File: src/rtl/lap_tracker.sv
// Race-progress monitor: enforces in-order checkpoint passage, times laps in
// centiseconds and flags finish-line crossings and lap timeouts for main_fsm.
module lap_tracker #(
  parameter int CS_DIV     = 650000,
  parameter int MAX_LAP_CS = 6000,
  parameter int ZONE_HALF  = 40,
  parameter int FIN_X      = 512,
  parameter int FIN_Y      = 700,
  parameter int CP1_X      = 900,
  parameter int CP1_Y      = 400,
  parameter int CP2_X      = 512,
  parameter int CP2_Y      = 100,
  parameter int CP3_X      = 120,
  parameter int CP3_Y      = 400
) (
  input  logic        pclk,
  input  logic        rst_n,
  input  logic        enable,
  input  logic [10:0] car_xpos,
  input  logic [10:0] car_ypos,
  output logic        lap_finished,
  output logic        checkpoints_passed,
  output logic        max_lap_time_exceeded,
  output logic [3:0]  lap_count,
  output logic [13:0] lap_time_cs,
  output logic [13:0] last_lap_cs,
  output logic [13:0] best_lap_cs,
  output logic [1:0]  cp_progress
);

  localparam int DIV_W = (CS_DIV > 1) ? $clog2(CS_DIV) : 1;
  localparam logic [DIV_W-1:0] DIV_LAST = DIV_W'(CS_DIV - 1);
  localparam logic [13:0] MAX_CS = 14'(MAX_LAP_CS);
  localparam logic signed [12:0] HALF = 13'(ZONE_HALF);

  typedef enum logic [1:0] {IDLE = 2'd0, ARMED = 2'd1, RACING = 2'd2} state_e;

  function automatic logic in_zone(input logic [10:0] px, input logic [10:0] py,
                                   input logic signed [12:0] cx,
                                   input logic signed [12:0] cy);
    logic signed [12:0] dx;
    logic signed [12:0] dy;
    dx = $signed({2'b00, px}) - cx;
    dy = $signed({2'b00, py}) - cy;
    in_zone = (dx <= HALF) && (dx >= -HALF) && (dy <= HALF) && (dy >= -HALF);
  endfunction

  state_e           state_q, state_d;
  logic [1:0]       cp_idx_q, cp_idx_d;
  logic [DIV_W-1:0] div_q, div_d;
  logic [13:0]      lap_time_q, lap_time_d;
  logic [13:0]      last_q, last_d;
  logic [13:0]      best_q, best_d;
  logic [3:0]       lap_count_q, lap_count_d;
  logic             in_fin_q, in_fin_d;
  logic             lap_fin_q, lap_fin_d;
  logic             tout_q, tout_d;
  logic             cp_passed_q, cp_passed_d;

  logic in_fin, in_cp1, in_cp2, in_cp3, fin_entry, div_wrap;

  assign in_fin    = in_zone(car_xpos, car_ypos, 13'(FIN_X), 13'(FIN_Y));
  assign in_cp1    = in_zone(car_xpos, car_ypos, 13'(CP1_X), 13'(CP1_Y));
  assign in_cp2    = in_zone(car_xpos, car_ypos, 13'(CP2_X), 13'(CP2_Y));
  assign in_cp3    = in_zone(car_xpos, car_ypos, 13'(CP3_X), 13'(CP3_Y));
  assign fin_entry = in_fin & ~in_fin_q;
  assign div_wrap  = (div_q == DIV_LAST);

  // Next-state, lap statistics and pulse generation.
  always_comb begin
    state_d     = state_q;
    cp_idx_d    = cp_idx_q;
    div_d       = div_q;
    lap_time_d  = lap_time_q;
    last_d      = last_q;
    best_d      = best_q;
    lap_count_d = lap_count_q;
    in_fin_d    = in_fin;
    lap_fin_d   = 1'b0;
    tout_d      = 1'b0;
    cp_passed_d = (cp_idx_q == 2'd3);

    if (!enable) begin
      state_d     = IDLE;
      cp_idx_d    = 2'd0;
      div_d       = '0;
      lap_time_d  = 14'd0;
      last_d      = 14'd0;
      best_d      = 14'd0;
      lap_count_d = 4'd0;
      in_fin_d    = 1'b0;
    end else begin
      case (state_q)
        IDLE: begin
          state_d = ARMED;
        end
        ARMED: begin
          if (fin_entry) begin
            state_d    = RACING;
            lap_time_d = 14'd0;
            div_d      = '0;
            cp_idx_d   = 2'd0;
          end else begin
            state_d = ARMED;
          end
        end
        RACING: begin
          div_d = div_wrap ? '0 : div_q + DIV_W'(1);
          // Timeout outranks a finish crossing on the same edge.
          if (div_wrap && (lap_time_q == MAX_CS)) begin
            tout_d     = 1'b1;
            state_d    = ARMED;
            lap_time_d = 14'd0;
            cp_idx_d   = 2'd0;
            div_d      = '0;
          end else if (fin_entry) begin
            lap_fin_d  = 1'b1;
            cp_idx_d   = 2'd0;
            lap_time_d = 14'd0;
            div_d      = '0;
            if (cp_idx_q == 2'd3) begin
              last_d      = lap_time_q;
              lap_count_d = (lap_count_q == 4'd15) ? 4'd15 : lap_count_q + 4'd1;
              if ((best_q == 14'd0) || (lap_time_q < best_q)) begin
                best_d = lap_time_q;
              end else begin
                best_d = best_q;
              end
            end else begin
              last_d = last_q;
            end
          end else begin
            if (div_wrap) begin
              lap_time_d = lap_time_q + 14'd1;
            end else begin
              lap_time_d = lap_time_q;
            end
            case (cp_idx_q)
              2'd0:    cp_idx_d = in_cp1 ? 2'd1 : 2'd0;
              2'd1:    cp_idx_d = in_cp2 ? 2'd2 : 2'd1;
              2'd2:    cp_idx_d = in_cp3 ? 2'd3 : 2'd2;
              default: cp_idx_d = 2'd3;
            endcase
          end
        end
        default: begin
          state_d = IDLE;
        end
      endcase
    end
  end

  // State and output registers.
  always_ff @(posedge pclk or negedge rst_n) begin
    if (!rst_n) begin
      state_q     <= IDLE;
      cp_idx_q    <= 2'd0;
      div_q       <= '0;
      lap_time_q  <= 14'd0;
      last_q      <= 14'd0;
      best_q      <= 14'd0;
      lap_count_q <= 4'd0;
      in_fin_q    <= 1'b0;
      lap_fin_q   <= 1'b0;
      tout_q      <= 1'b0;
      cp_passed_q <= 1'b0;
    end else begin
      state_q     <= state_d;
      cp_idx_q    <= cp_idx_d;
      div_q       <= div_d;
      lap_time_q  <= lap_time_d;
      last_q      <= last_d;
      best_q      <= best_d;
      lap_count_q <= lap_count_d;
      in_fin_q    <= in_fin_d;
      lap_fin_q   <= lap_fin_d;
      tout_q      <= tout_d;
      cp_passed_q <= cp_passed_d;
    end
  end

  assign lap_finished          = lap_fin_q;
  assign checkpoints_passed    = cp_passed_q;
  assign max_lap_time_exceeded = tout_q;
  assign lap_count             = lap_count_q;
  assign lap_time_cs           = lap_time_q;
  assign last_lap_cs           = last_q;
  assign best_lap_cs           = best_q;
  assign cp_progress           = cp_idx_q;

endmodule

File: config.mk
export PLATFORM = sky130hd
export DESIGN_NAME = lap_tracker
export DESIGN_NICKNAME = d
export VERILOG_FILES = /design/src/rtl/lap_tracker.sv
export SDC_FILE = /design/constraint.sdc
export NUM_CORES = 1
export LEC_CHECK = 0
export BUFFER_PORTS_ARGS = -buffer_cell sky130_fd_sc_hd__buf_2
export CORE_UTILIZATION = 53
export CTS_CLUSTER_DIAMETER = 80
export DETAILED_ROUTE_END_ITERATION = 8
export GPL_ROUTABILITY_DRIVEN = 0
export GPL_TIMING_DRIVEN = 0
export PLACE_DENSITY = 0.83
export SLEW_MARGIN = 20
export SYNTH_ARGS = -nofsm -noshare
export SYNTH_HDL_FRONTEND = slang
export SYNTH_SLANG_ARGS = --single-unit
File: constraint.sdc
create_clock -name pclk -period 2.2 [get_ports pclk]
set_input_delay 0.33 -clock pclk [delete_from_list [all_inputs] [get_ports pclk]]
set_output_delay 0.33 -clock pclk [all_outputs]
set_load 0.01 [all_outputs]
Word level (Yosys, flattened, before mapping):

Cells that the tools add are included.

* register bits: 74
* bits in latches: 0
* memory bits (writable): 0
* memory bits (read-only): 0
* bits of input ports: 25
* output and inout bits: 51
* word-level logic and storage cells: 122
* memories: 0

* add/subtract/negate cells: 9
* $mul: 0
* div/mod/pow operators: 0
* $lt $le $gt $ge: 13
* eq/ne operators: 17
* shift operators: 0
* muxes and demuxes: 50
* bitwise operators: 2
* reduce and logical (&&, ||, !) cells: 20

Operators by type and width (count)
* $mux 14: 16
* $mux 20: 5
* $ge 12x7->1 const B: 6
* $le 12x7->1 const B: 6
* $pmux 20 s2: 1
* $sub 11x10->12 const B: 3
* $pmux 14 s2: 1
* $mux 4: 6
* $sub 11x7->12 const B: 2
* $add 20x1->20 const B: 1
* $eq 20x20->1 const B: 1
* $mux 2: 8
* $add 14x1->14 const B: 1
* $eq 14x13->1 const B: 1
* $logic_not 14->1: 1
* $lt 14x14->1: 1
* $logic_and 1x1->1: 12
* $pmux 2 s3: 2
* $sub 11x9->12 const B: 1
* $mux 1: 10
* $ne 2x1->1 const B: 4
* $eq 2x2->1 const B: 3
* $ne 3x3->1 const B: 2
* $ne 5x5->1 const B: 1
* 14 further kinds: 16

Longest topological paths before layout:

Gate-level depths: netlist (run 1).

* word-level depth: 11
* gate-level depth with buffers: 12

Least setup slack after synthesis (run 1):

No wires, ideal clock.

* kind: input to register
* start point: in car_ypos[3]
* end point: reg div_q[16]
* setup time: 82 ps
* arrival: 2453 ps
* required time: 2118 ps
* path slack: -335 ps
* stages on the path: 11
* path buffers: 2
* path through: clkbuf_1 > inv_1 > ha_1 > a211oi_1 > a31oi_1 > o22ai_1 > nor2_4 > o211ai_2 > clkbuf_1 > a31oi_1 > a31oi_1

* longest elaborated chain between the ends: 9
* elaborated cells between the ends (all ways): 12

RTL lines
* start, declared: line 20 `input logic [10:0] car_ypos,`
* $sub 11x10->12 (*): line 44 `dy = $signed({2'b00, py}) - cy;`
* $le 12x7->1: line 45 `in_zone = (dx <= HALF) && (dx >= -HALF) && (dy <= HALF) && (dy >= -HALF);`
* $logic_and 1x1->1: line 45
* $logic_and 1x1->1 (*): line 45
* $and 1x1->1 (*): line 66 `assign fin_entry = in_fin & ~in_fin_q;`
* $mux 20: line 116 `end else if (fin_entry) begin`
* $mux 20: line 110 `if (div_wrap && (lap_time_q == MAX_CS)) begin`
* $pmux 20 s2: line 93 `case (state_q)`
* $mux 20: line 83 `if (!enable) begin`
* end signal, assigned: line 170 `div_q <= div_d;`
* end, declared: line 50 `logic [DIV_W-1:0] div_q, div_d;`

Mark *: on every way between the ends. The rest lies on a longest branch, timed or not.
A chain may end at the register's enable or synchronous reset.

Worst setup path after layout (run 1):

* start point: reg lap_time_q[0] (netlist: lap_time_cs[0])
* end point: reg best_q[13] (netlist: best_lap_cs[13])

* longest elaborated chain between the ends: 4
* elaborated cells between the ends (all ways): 7

RTL lines
* start, declared: line 51 `logic [13:0] lap_time_q, lap_time_d;`
* start signal, assigned: line 171 `lap_time_q <= lap_time_d;`
* $lt 14x14->1 or $eq 14x13->1 (tied branches): line 124, 110
* $logic_or 1x1->1 or $logic_and 1x1->1 (tied branches): line 124, 110
* $ne 2x1->1 (no line) or $ne 2x2->1 (tied branches)
* $reduce_and 5->1 (no line) (*)
* end signal, assigned: line 173 `best_q <= best_d;`
* end, declared: line 53 `logic [13:0] best_q, best_d;`

Marked as above.

==> results.txt, run 1 <==
----------------------------------------------------
[Setup path]
  Arrival time worst endpoint ... around 2.8 ns
  Slowest library cell on the worst path ... sky130_fd_sc_hd__or4bb_4
  Crit path buf inv count ... 2
  Cell family contributing the most delay on the critical path ... simple AND/OR/NAND/NOR gates
  Largest stage delay on the critical path ... 0.46 ns
  Critical Path Start Type ... flop
  Kind of end point of the critical path ... flop
  CP required ... 2.43 ns
  Cell breakdown of the critical path ... inv_2 -> ha_4 -> or4bb_4 -> nor4_4 -> nand4b_1 -> nand3b_1 -> o21ba_4 -> buf_6 -> nand4_1 -> o211ai_1
  Highest net fanout along the worst path ... 7
  FF-to-FF setup slack ... -0.40 ns
  Category of the critical setup timing path ... flop to flop

[Run status]
  Run status ... finished with violations
  Failing checks ... setup timing

[STA]
  Minimum clock period after layout ... 2.60 ns
  RSZ-0062 raised after global routing ... yes
  Setup Total Neg Slack ... -15.80 ns
  Final WS setup ... -0.396 ns
  Max Clock Skew ... 0.00828 ns
  Worst Max-Slew Pin Slew ... about 0.67 ns
  Fin crit share ... 118%
  Normalized max-slew margin ... 54.9%
  Count of final setup violators ... 54
  Count of final hold-check violations ... 0
  Fmax achieved ... 0.385 GHz
  Pins over their slew limit ... 0

[Logic synthesis]
  Syn Std Cell Area ... ~5500 um2
  Total of flip-flops plus latches after synthesis ... 74
  Number of flops mapped to enable cells by yosys ... 0
  Largest family of logic cells by synthesized area ... simple AND/OR/NAND/NOR gates
  Post-synthesis cell count ... 668
  Number of warnings reported in the yosys synthesis log ... 0
  Multiplexer area fraction after synthesis ... 0.546%
  Most instantiated flip-flop cell in the synthesis netlist ... sky130_fd_sc_hd__dfrtp_1
  Post-synthesis share of cell area spent on xor and xnor gates ... 2.55%
  Post-synth cell types ... 73
  Compound-Gate Fraction of Synth Area ... between 20% and 30%
  Post-synth ARST share ... 100%
  Post-Synth Simple-Gate Area ... 24.9%
  Number of nets in the synthesized netlist ... 728
  Sequential cell area fraction in the yosys report ... 33.7%
  Post-synthesis area per instance ... between 8 and 9 um2
  Area share of fa/ha/maj cells after synthesis ... 7.97%

[Power and ir drop]
  Worst voltage drop across the vdd grid ... 0.397 mV
  Static leakage power ... between 2 and 3 nW
  Total power density per cell area ... 401 nW/um2

[Routing]
  First-pass iteration count of the detailed router ... 6
  Number of vias in the routed layout ... 5,987
  Violation count after the first detailed-route iteration ... 609
  DRC errors left ... 0
  Avg Vias per Cell ... 6.46
  Final ANT Viol Nets ... 0
  Routed wirelength normalized by instance count ... approximately 18 um
  Detailed Route WL ... about 16 mm

[Placement]
  Estimated wirelength of the detail-placed design ... ~11 mm
  Placed instance area ... 6130 um2
  Placement Setup Slack ... -0.498 ns
  Number of instances in the placed design ... approximately 870
  Port-buffer cells ... 71

[Global routing]
  Gr ovfl total ... 0
  Total track usage ... 29.3%
  Largest net degree at the start of global routing ... 39
  Number of antenna violations at the first check in global routing ... 1
  Global-route wire length before repair ... 26.0 mm
  Vias in the first global route ... 5,526

[Clocking]
  Buffer type at the clock tree root ... sky130_fd_sc_hd__clkbuf_8
  Bufs on Longest Clock Path ... 2
  CTS clock-pin slew for the worst setup and hold paths ... 0.08 ns
  Deepest level of the CTS H-tree ... 3
  TritonCTS clock tree ... yes
  Clock insertion delay at the later pin of the skew report ... roughly 0.36 ns
  CTS buffer count ... 9
  Clk sinks ... 74

[Flow run]
  Max capacitance violation total ... 0

[Final layout]
  Design area ... 6850 um2
  Count of nets after finishing ... 850
  Fraction of layout instances using a drive strength above 1 ... a little over a quarter
  Antenna diode instance count ... 0
  Most frequent cells in the layout ... 77 x sky130_fd_sc_hd__buf_2, 63 x sky130_fd_sc_hd__dfrtp_1, 57 x sky130_fd_sc_hd__nand2_1
  Number of non-filler instances in the completed layout ... 927
  Fill cells ... 723
  Layout Utilization ... 69.1%
  Footprint of the flip-flops and latches ... 1870 um2
  Area of the multi-input gates ... about 3500 um2
  Signed area change from the synthesized netlist to the final layout ... 24.6%
  Leading cell type in the layout, fill and taps excluded ... sky130_fd_sc_hd__buf_2

[Floorplan]
  # rows ... 36
  Height of the die ... 104 um
  Core area ... 9910 um2
  Full die area ... 10,800 um2
  Horizontal die dimension ... a little over 100 um
  Top Ports ... 76
  Initial core utilization ... between 50% and 60%

[Worst hold path]
  Worst min-delay path category ... input pin to flop

----------------------------------------------------
## layer usage
metal  vias to the layer above  GRT usage, %  part of all wire [%]
met4                         2          10.7                   2.4
met2                       335          47.2                    48
met1                      2869          39.1                    42
met5                         -             0                 0.074
met3                        52          5.60                   8.1
li1                       2729             -                     -
## logic make-up after synthesis
| group | Yosys count |
|---|---|
| fa+ha+maj | 35 |
| xor+xnor | 16 |
| flops | 74 |
| buf+inv | 87 |
| simple gates | 263 |
| mux | 3 |
| compound gates | 190 |
## cell usage after synthesis (all sizes together) (21+ instances only)
cell	number	share of area (%)
a21oi	33	3.1
o21ai	35	3.2
nand2	59	4.0
nand3	54	4.9
nor3	21	1.9
o211ai	25	3.5
inv	49	3.3
ha	35	8.0
a31oi	32	3.6
nor2	44	3.1
dfrtp	74	34
## worst reg2reg max path: stages, from the launching register on
cell and delay (ns):
sky130_fd_sc_hd__dfrtp_2 0.42, sky130_fd_sc_hd__inv_2 0.09, sky130_fd_sc_hd__ha_4 0.12, sky130_fd_sc_hd__or4bb_4 0.46
sky130_fd_sc_hd__nor4_4 0.29, sky130_fd_sc_hd__nand4b_1 0.29, sky130_fd_sc_hd__nand3b_1 0.25, sky130_fd_sc_hd__o21ba_4 0.22
sky130_fd_sc_hd__buf_6 0.15, sky130_fd_sc_hd__nand4_1 0.09, sky130_fd_sc_hd__o211ai_1 0.10
## timing repair
action	CTS	global route
hold buffers	1	0
endpoints found under the hold margin	36	0
buffers inserted	20	15
setup endpoints to repair	68	71
resized for setup	31	44
cloned	2	3
pin swaps	7	20
## where the power goes
group | internal (mW) | leakage (nW) | switching (mW)
Combinational | 0.129 | 1.84 | 0.225
Clock | 0.516 | 0.0921 | 0.514
Sequential | 1.36 | 1.01 | 0.00118
## layout make-up
| type | instances | area share (%) |
|---|---|---|
| multi-input combinational | 508 | 51.1 |
| sequential | 74 | 27.2 |
| timing repair buffer | 111 | 9.92 |
| buffer | 37 | 3.87 |
| inverter | 49 | 2.72 |
| tap | 133 | 2.43 |
| clock buffer | 10 | 1.86 |
| clock inverter | 5 | 0.822 |
## state kept, by name, summed over array words and instances, names as in the netlist
name and cells:
max_lap_time_exceeded 1, lap_count 4, in_fin_q 1, last_lap_cs 14, best_lap_cs 14, div_q 20, checkpoints_passed 1, lap_finished 1
cp_progress 2, state_q 2, lap_time_cs 14
## through the flow
stage,hold slack (ns),total power [mW]
3_5_place_dp,0.322,1.72
2_1_floorplan,0.0344,1.60
3_3_place_gp,0.503,1.70
4_1_cts,0.348,2.74
6_report,0.358,2.74
5_1_grt,0.366,2.84
## final timing paths
path,start,endpoint,cells after the start
worst max register to register,lap_time_cs[0]$_DFFE_PN0P_,best_lap_cs[13]$_DFFE_PN0P_,10
worst min register to register,last_lap_cs[5]$_DFFE_PN0P_,last_lap_cs[5]$_DFFE_PN0P_,2
worst min-delay path,car_ypos[10],cp_progress[1]$_DFFE_PN0P_,3
worst max-delay path,lap_time_cs[0]$_DFFE_PN0P_,best_lap_cs[13]$_DFFE_PN0P_,10
max in group asynchronous,rst_n,lap_time_cs[13]$_DFFE_PN0P_,3
min in group asynchronous,rst_n,lap_count[1]$_DFFE_PN0P_,2
Note: power is estimated with default switching activity, not from simulation.
==> inputs of run 2 (changes only) <==
- GPL_TIMING_DRIVEN: 0 -> unset
==> results.txt, run 2 (synthesis gave the netlist of run 1 again) <==
----------------------------------------------------
[Run status]
  Run status ... finished with violations
  Failing checks ... hold timing, setup timing

[Final layout]
  Footprint of the flip-flops and latches ... 1850 um2 (-0.67%)
  Fraction of layout instances using a drive strength above 1 ... 32.4% (+6.0 points)
  Leading cell type in the layout, fill and taps excluded ... sky130_fd_sc_hd__buf_4
  Design area ... 7400 um2 (+8.0%)
  Layout Utilization ... 74.7% (+5.5 points)
  Count of nets after finishing ... 892 (+4.9%)
  Number of non-filler instances in the completed layout ... 969 (+4.5%)
  Signed area change from the synthesized netlist to the final layout ... 34.6%
  Antenna diode instance count ... 0 (unchanged)
  Largest register FFs ... 20 (unchanged)
  Area of the multi-input gates ... 3570 um2 (+2.0%)
  Register with the most flip-flops ... div_q
  Most frequent cells in the layout ... 103 x sky130_fd_sc_hd__buf_4, 75 x sky130_fd_sc_hd__buf_2, 73 x sky130_fd_sc_hd__dfrtp_1
  Fill cells ... 635 (-12%)

[Setup path]
  Arrival time worst endpoint ... 2.86 ns (+0.03 ns)
  Critical Path Start Type ... flop
  Kind of end point of the critical path ... flop
  Category of the critical setup timing path ... flop to flop
  FF-to-FF setup slack ... -0.42 ns (-0.02 ns)
  CP required ... 2.44 ns (about the same)
  Highest net fanout along the worst path ... 5 (-2)

[Clocking]
  Buffer type at the clock tree root ... sky130_fd_sc_hd__clkbuf_8
  Deepest level of the CTS H-tree ... 3 (unchanged)
  TritonCTS clock tree ... yes
  Bufs on Longest Clock Path ... 2 (unchanged)
  # hold bufs at CTS ... 0 (-1)
  CTS clock-pin slew for the worst setup and hold paths ... 0.09 ns (about the same)
  Clock insertion delay at the later pin of the skew report ... 0.37 ns (about the same)
  CTS buffer count ... 9 (unchanged)
  Clk sinks ... 74 (unchanged)

[Power and ir drop]
  Worst voltage drop across the vdd grid ... 0.263 mV (-34%)
  Total power density per cell area ... 405 nW/um2 (+1.2%)
  Static leakage power ... 3.25 nW (+10%)
  Power after layout ... 3.00 mW (+9.3%)

[Routing]
  Routed wirelength normalized by instance count ... 19.8 um (+13%)
  Violation count after the first detailed-route iteration ... 912 (+50%)
  DRC errors left ... 0 (unchanged)
  Number of vias in the routed layout ... 6,444 (+7.6%)
  Final ANT Viol Nets ... 0 (unchanged)
  First-pass iteration count of the detailed router ... 7 (+1)
  Detailed Route WL ... 19.2 mm (+18%)
  Avg Vias per Cell ... 6.65 (+3.0%)

[STA]
  Fmax achieved ... 0.382 GHz (-0.91%)
  Count of final setup violators ... 49 (-9.3%)
  Setup Total Neg Slack ... -13.47 ns (+2.32 ns)
  Pins over their slew limit ... 0 (unchanged)
  Minimum clock period after layout ... 2.62 ns (+0.0239 ns)
  Max Clock Skew ... 0.0183 ns (+0.00998 ns)
  RSZ-0062 raised after global routing ... yes
  Fin crit share ... 119% (+1.1 points)
  Hold slack final ... -0.0113 ns (-0.369 ns)
  Count of final hold-check violations ... 12 (+12)
  Worst Max-Slew Pin Slew ... 0.413 ns (-0.259 ns)
  Normalized max-slew margin ... 71.8% (+17 points)
  Final WS setup ... -0.420 ns (-0.0239 ns)

[Floorplan]
  Full die area ... 10,800 um2 (unchanged)
  Core area ... 9910 um2 (unchanged)
  # rows ... 36 (unchanged)
  Horizontal die dimension ... 104 um (unchanged)
  Top Ports ... 76 (unchanged)
  Height of the die ... 104 um (unchanged)
  Initial core utilization ... 55.5% (unchanged)

[Global routing]
  Gr ovfl total ... 0 (unchanged)
  Number of antenna violations at the first check in global routing ... 0 (-1)
  Vias in the first global route ... 6,001 (+8.6%)
  Largest net degree at the start of global routing ... 75 (+92%)
  Global-route wire length before repair ... 28.4 mm (+9.2%)
  Total track usage ... 32.1% (+2.8 points)

[Worst hold path]
  Worst min-delay path category ... input pin to asynchronous set/reset pin

[Flow run]
  Max capacitance violation total ... 0 (unchanged)

[Placement]
  Port-buffer cells ... 75 (+5.6%)
  Placed instance area ... 6740 um2 (+10%)
  Number of instances in the placed design ... 939 (+7.6%)
  Estimated wirelength of the detail-placed design ... 11.6 mm (+8.3%)

----------------------------------------------------
-- run 2: worst paths after layout --
kind / end / cells past startpoint / from
min: lap_finished$_DFF_PN0_ / 2 / rst_n
max: best_lap_cs[3]$_DFFE_PN0P_ / 9 / lap_time_cs[0]$_DFFE_PN0P_
min reg2reg: last_lap_cs[7]$_DFFE_PN0P_ / 2 / last_lap_cs[7]$_DFFE_PN0P_
max reg2reg: best_lap_cs[3]$_DFFE_PN0P_ / 9 / lap_time_cs[0]$_DFFE_PN0P_
max in group asynchronous: lap_time_cs[13]$_DFFE_PN0P_ / 2 / rst_n
min in group pclk: max_lap_time_exceeded$_DFF_PN0_ / 3 / enable
-- run 2: worst max-delay path: stages (launching register included) --
cell and delay [ns]:
sky130_fd_sc_hd__dfrtp_1 0.41, sky130_fd_sc_hd__inv_2 0.10, sky130_fd_sc_hd__ha_4 0.17, sky130_fd_sc_hd__or4bb_4 0.51
sky130_fd_sc_hd__nor4_4 0.18, sky130_fd_sc_hd__nand4b_1 0.27, sky130_fd_sc_hd__and3_4 0.31, sky130_fd_sc_hd__o2111ai_4 0.18
sky130_fd_sc_hd__or3_4 0.26, sky130_fd_sc_hd__o22ai_2 0.10
-- run 2: where the power goes --
group	total, mW	internal, mW	switching, mW
registers	1.36	1.36	0.000896
clock network	1.23	0.674	0.560
logic	0.406	0.168	0.238
-- run 2: metal layers --
metal  wire (um)  up-vias  GRT usage [%]  part of all wire, %
met3        1990      132           6.29                   10
met5           0        -              0                    0
met4        1050        0           15.3                  5.5
met2        8840      487           51.4                   46
li1            -     2821              -                    -
met1        7280     3004           41.6                   38
-- run 2: final cells by class --
cell class / count / share of cell area [%]
clock buffer: 10 / 1.86
clock inverter: 5 / 1.17
inverter: 49 / 2.52
multi-input combinational: 507 / 48.3
sequential: 74 / 25.0
tap: 133 / 2.25
timing repair buffer: 191 / 18.9
-- run 2: through the flow --
step / worst slack, ns / hold slack [ns]
2_1_floorplan: -0.0574 / 0.0344
4_1_cts: -0.193 / 0.00676
3_5_place_dp: -0.229 / 0.391
5_1_grt: -0.464 / 0.0310
3_3_place_gp: -0.149 / 0.389
6_report: -0.420 / -0.0113
-- run 2: what timing repair did --
item | CTS | global route
gates cloned | 1 | 3
buffers inserted | 4 | 9
pin swaps | 2 | 19
gates resized for setup | 20 | 54
setup endpoints to repair | 49 | 65
==> inputs of run 3 (changes only) <==
- CELL_PAD_IN_SITES_DETAIL_PLACEMENT: unset -> 1
- CELL_PAD_IN_SITES_GLOBAL_PLACEMENT: unset -> 2
- CORE_UTILIZATION: 53 -> 35
- PLACE_DENSITY: 0.83 -> 0.87
- clock period: 2.2 -> 2.85 ns (I/O delays scaled with it)
==> results.txt, run 3 (synthesis gave the netlist of run 1 again) <==
----------------------------------------------------
[Run status]
  Run status ... completed

[Global routing]
  Total track usage ... 21.8% (-10 points)
  Vias in the first global route ... 5,655 (-5.8%)
  Global-route wire length before repair ... 28.5 mm (+0.39%)
  Largest net degree at the start of global routing ... 75 (unchanged)
  Number of antenna violations at the first check in global routing ... 0 (unchanged)
  Gr ovfl total ... 0 (unchanged)

[Power and ir drop]
  Clk network pwr share ... 48.6% (+7.5 points)
  Seq pwr share ... 41.4% (-4.0 points)
  Total power density per cell area ... 386 nW/um2 (-4.7%)
  Switching part of the total ... 25.0% (-1.7 points)
  Worst voltage drop across the vdd grid ... 0.282 mV (+7.3%)
  Power share of the combinational group ... 10.0% (-3.5 points)
  Static leakage power ... 2.84 nW (-13%)
  NetSw ... 634 uW (-21%)
  Internal power ... 1.91 mW (-13%)

[STA]
  Final WS setup ... 0.196 ns (+0.616 ns)
  Fin crit share ... 93.1% (-26 points)
  Setup Total Neg Slack ... 0 ns (+13.47 ns)
  Pins over their slew limit ... 0 (unchanged)
  RSZ-0062 raised after global routing ... no
  Fmax achieved ... 0.377 GHz (-1.3%)
  Worst Max-Slew Pin Slew ... 0.898 ns (+0.485 ns)
  Normalized max-slew margin ... 39.9% (-32 points)
  Max Clock Skew ... 0.00576 ns (-0.0125 ns)
  Count of final setup violators ... 0 (-100%)
  Count of final hold-check violations ... 0 (-12)
  Hold slack final ... 0.0703 ns (+0.0817 ns)
  Minimum clock period after layout ... 2.65 ns (+0.0338 ns)

[Final layout]
  Layout Utilization ... 43.1% (-32 points)
  Footprint of the flip-flops and latches ... 1850 um2 (about the same)
  Largest register FFs ... 20 (unchanged)
  Most frequent cells in the layout ... 74 x sky130_fd_sc_hd__dfrtp_1, 74 x sky130_fd_sc_hd__buf_2, 59 x sky130_fd_sc_hd__nand2_1
  Signed area change from the synthesized netlist to the final layout ... 19.6%
  Fill cells ... 1,882 (+200%)
  Area of the multi-input gates ... 3270 um2 (-8.4%)
  Count of nets after finishing ... 810 (-9.2%)
  Register with the most flip-flops ... div_q
  Antenna diode instance count ... 0 (unchanged)
  Number of non-filler instances in the completed layout ... 966 (-0.31%)
  Fraction of layout instances using a drive strength above 1 ... 18.3% (-14 points)

[Routing]
  First-pass iteration count of the detailed router ... 4 (-3)
  Avg Vias per Cell ... 5.72 (-14%)
  Final ANT Viol Nets ... 0 (unchanged)
  Violation count after the first detailed-route iteration ... 244 (-73%)
  Number of vias in the routed layout ... 5,527 (-14%)
  DRC errors left ... 0 (unchanged)
  Routed wirelength normalized by instance count ... 17.6 um (-11%)
  Detailed Route WL ... 17.0 mm (-11%)

[Clocking]
  # hold bufs at CTS ... 0 (unchanged)
  CTS buffer count ... 9 (unchanged)
  Clk sinks ... 74 (unchanged)
  Buffer type at the clock tree root ... sky130_fd_sc_hd__clkbuf_16
  Clock insertion delay at the later pin of the skew report ... 0.34 ns (-0.03 ns)
  Post-CTS Setup Inserts ... 0 (-4)
  Bufs on Longest Clock Path ... 2 (unchanged)
  CTS clock-pin slew for the worst setup and hold paths ... 0.06 ns (-0.03 ns)
  Deepest level of the CTS H-tree ... 3 (unchanged)
  Post-CTS Resized ... 0 (-100%)
  TritonCTS clock tree ... yes

[Floorplan]
  Horizontal die dimension ... 127 um (+23%)
  Core area ... 15,300 um2 (+54%)
  Full die area ... 16,200 um2 (+50%)
  Initial core utilization ... 36.0% (-19 points)
  Top Ports ... 76 (unchanged)
  # rows ... 45 (+25%)
  Height of the die ... 127 um (+23%)

[Placement]
  Port-buffer cells ... 75 (unchanged)
  Estimated wirelength of the detail-placed design ... 12.6 mm (+8.9%)
  Placement Setup Slack ... 0.0198 ns (+0.249 ns)
  Number of instances in the placed design ... 949 (+1.1%)

[Setup path]
  Arrival time worst endpoint ... 2.87 ns (about the same)
  Highest net fanout along the worst path ... 23 (+18)
  Category of the critical setup timing path ... flop to flop
  Critical Path Start Type ... flop
  CP required ... 3.07 ns (+0.63 ns)
  FF-to-FF setup slack ... 0.20 ns (+0.62 ns)
  Kind of end point of the critical path ... flop

[Worst hold path]
  Worst min-delay path category ... input pin to asynchronous set/reset pin

[Flow run]
  Max capacitance violation total ... 0 (unchanged)

----------------------------------------------------
## run 3: cell count changes in the layout (fill, tap and decap cells not counted), moves of 5 or more
| cell | previous run | this run |
|---|---|---|
| sky130_fd_sc_hd__buf_4 | 103 | 31 |
| sky130_fd_sc_hd__o21ai_0 | 18 | 34 |
| sky130_fd_sc_hd__o21ai_1 | 17 | 1 |
| sky130_fd_sc_hd__clkbuf_8 | 10 | 0 |
| sky130_fd_sc_hd__nand2_1 | 52 | 59 |
| sky130_fd_sc_hd__nand2_2 | 7 | 0 |
| sky130_fd_sc_hd__clkbuf_16 | 3 | 9 |
| sky130_fd_sc_hd__a21oi_1 | 27 | 32 |
| sky130_fd_sc_hd__inv_1 | 44 | 49 |
| sky130_fd_sc_hd__nor3_1 | 16 | 21 |
| sky130_fd_sc_hd__o22ai_1 | 3 | 8 |
| sky130_fd_sc_hd__o22ai_2 | 5 | 0 |
## run 3: through the flow
step | cell area [um2] | power, mW
after global routing | 6580 | 2.65
after detailed placement | 6230 | 1.32
after CTS | 6560 | 2.57
final | 6580 | 2.54
after floorplan | 5500 | 1.22
after global placement | 6230 | 1.31
## run 3: power by group through the flow
| stage | Combinational, mW | Clock [mW] | Sequential [mW] |
|---|---|---|---|
| floorplan | 0.151 | 0 | 1.07 |
| global placement | 0.238 | 0 | 1.07 |
| detailed placement | 0.250 | 0 | 1.07 |
| CTS | 0.251 | 1.26 | 1.05 |
| global route | 0.284 | 1.31 | 1.05 |
| finish | 0.254 | 1.24 | 1.05 |
## run 3: metal layers
layer | vias up | share of wire [%] | global-route usage [%]
li1 | 2641 | - | -
met1 | 2774 | 47 | 28.6
met2 | 93 | 49 | 37.4
met3 | 19 | 3.0 | 3.77
met4 | 0 | 1.1 | 5.18
met5 | - | 0 | 0
## run 3: worst max-delay path, cell delays in order (launching register included)
cell and delay, ns:
sky130_fd_sc_hd__dfrtp_1 0.42, sky130_fd_sc_hd__or4b_1 0.55, sky130_fd_sc_hd__nor4_2 0.42, sky130_fd_sc_hd__nand4b_1 0.30
sky130_fd_sc_hd__nand3b_1 0.18, sky130_fd_sc_hd__o21ba_1 0.25, sky130_fd_sc_hd__buf_12 0.20, sky130_fd_sc_hd__nand4_1 0.10
sky130_fd_sc_hd__o211ai_1 0.10
## run 3: worst paths after layout
| kind | startpoint | end | cells after the start |
|---|---|---|---|
| setup reg to reg | lap_time_cs[7]$_DFFE_PN0P_ | best_lap_cs[7]$_DFFE_PN0P_ | 8 |
| min in group pclk | car_ypos[10] | cp_progress[1]$_DFFE_PN0P_ | 3 |
| max in group asynchronous | rst_n | lap_time_cs[13]$_DFFE_PN0P_ | 2 |
| hold reg to reg | last_lap_cs[7]$_DFFE_PN0P_ | last_lap_cs[7]$_DFFE_PN0P_ | 2 |
| hold / removal | rst_n | last_lap_cs[0]$_DFFE_PN0P_ | 1 |
| setup / recovery | lap_time_cs[7]$_DFFE_PN0P_ | best_lap_cs[7]$_DFFE_PN0P_ | 8 |
## run 3: area by class of cell
cell class	count	area share (%)
Timing Repair Buffer	109	10.4
Tap cell	211	4.02
Clock buffer	10	3.48
Clock inverter	6	1.39
Inverter	49	2.80
Multi-Input combinational cell	507	49.8
Sequential cell	74	28.2
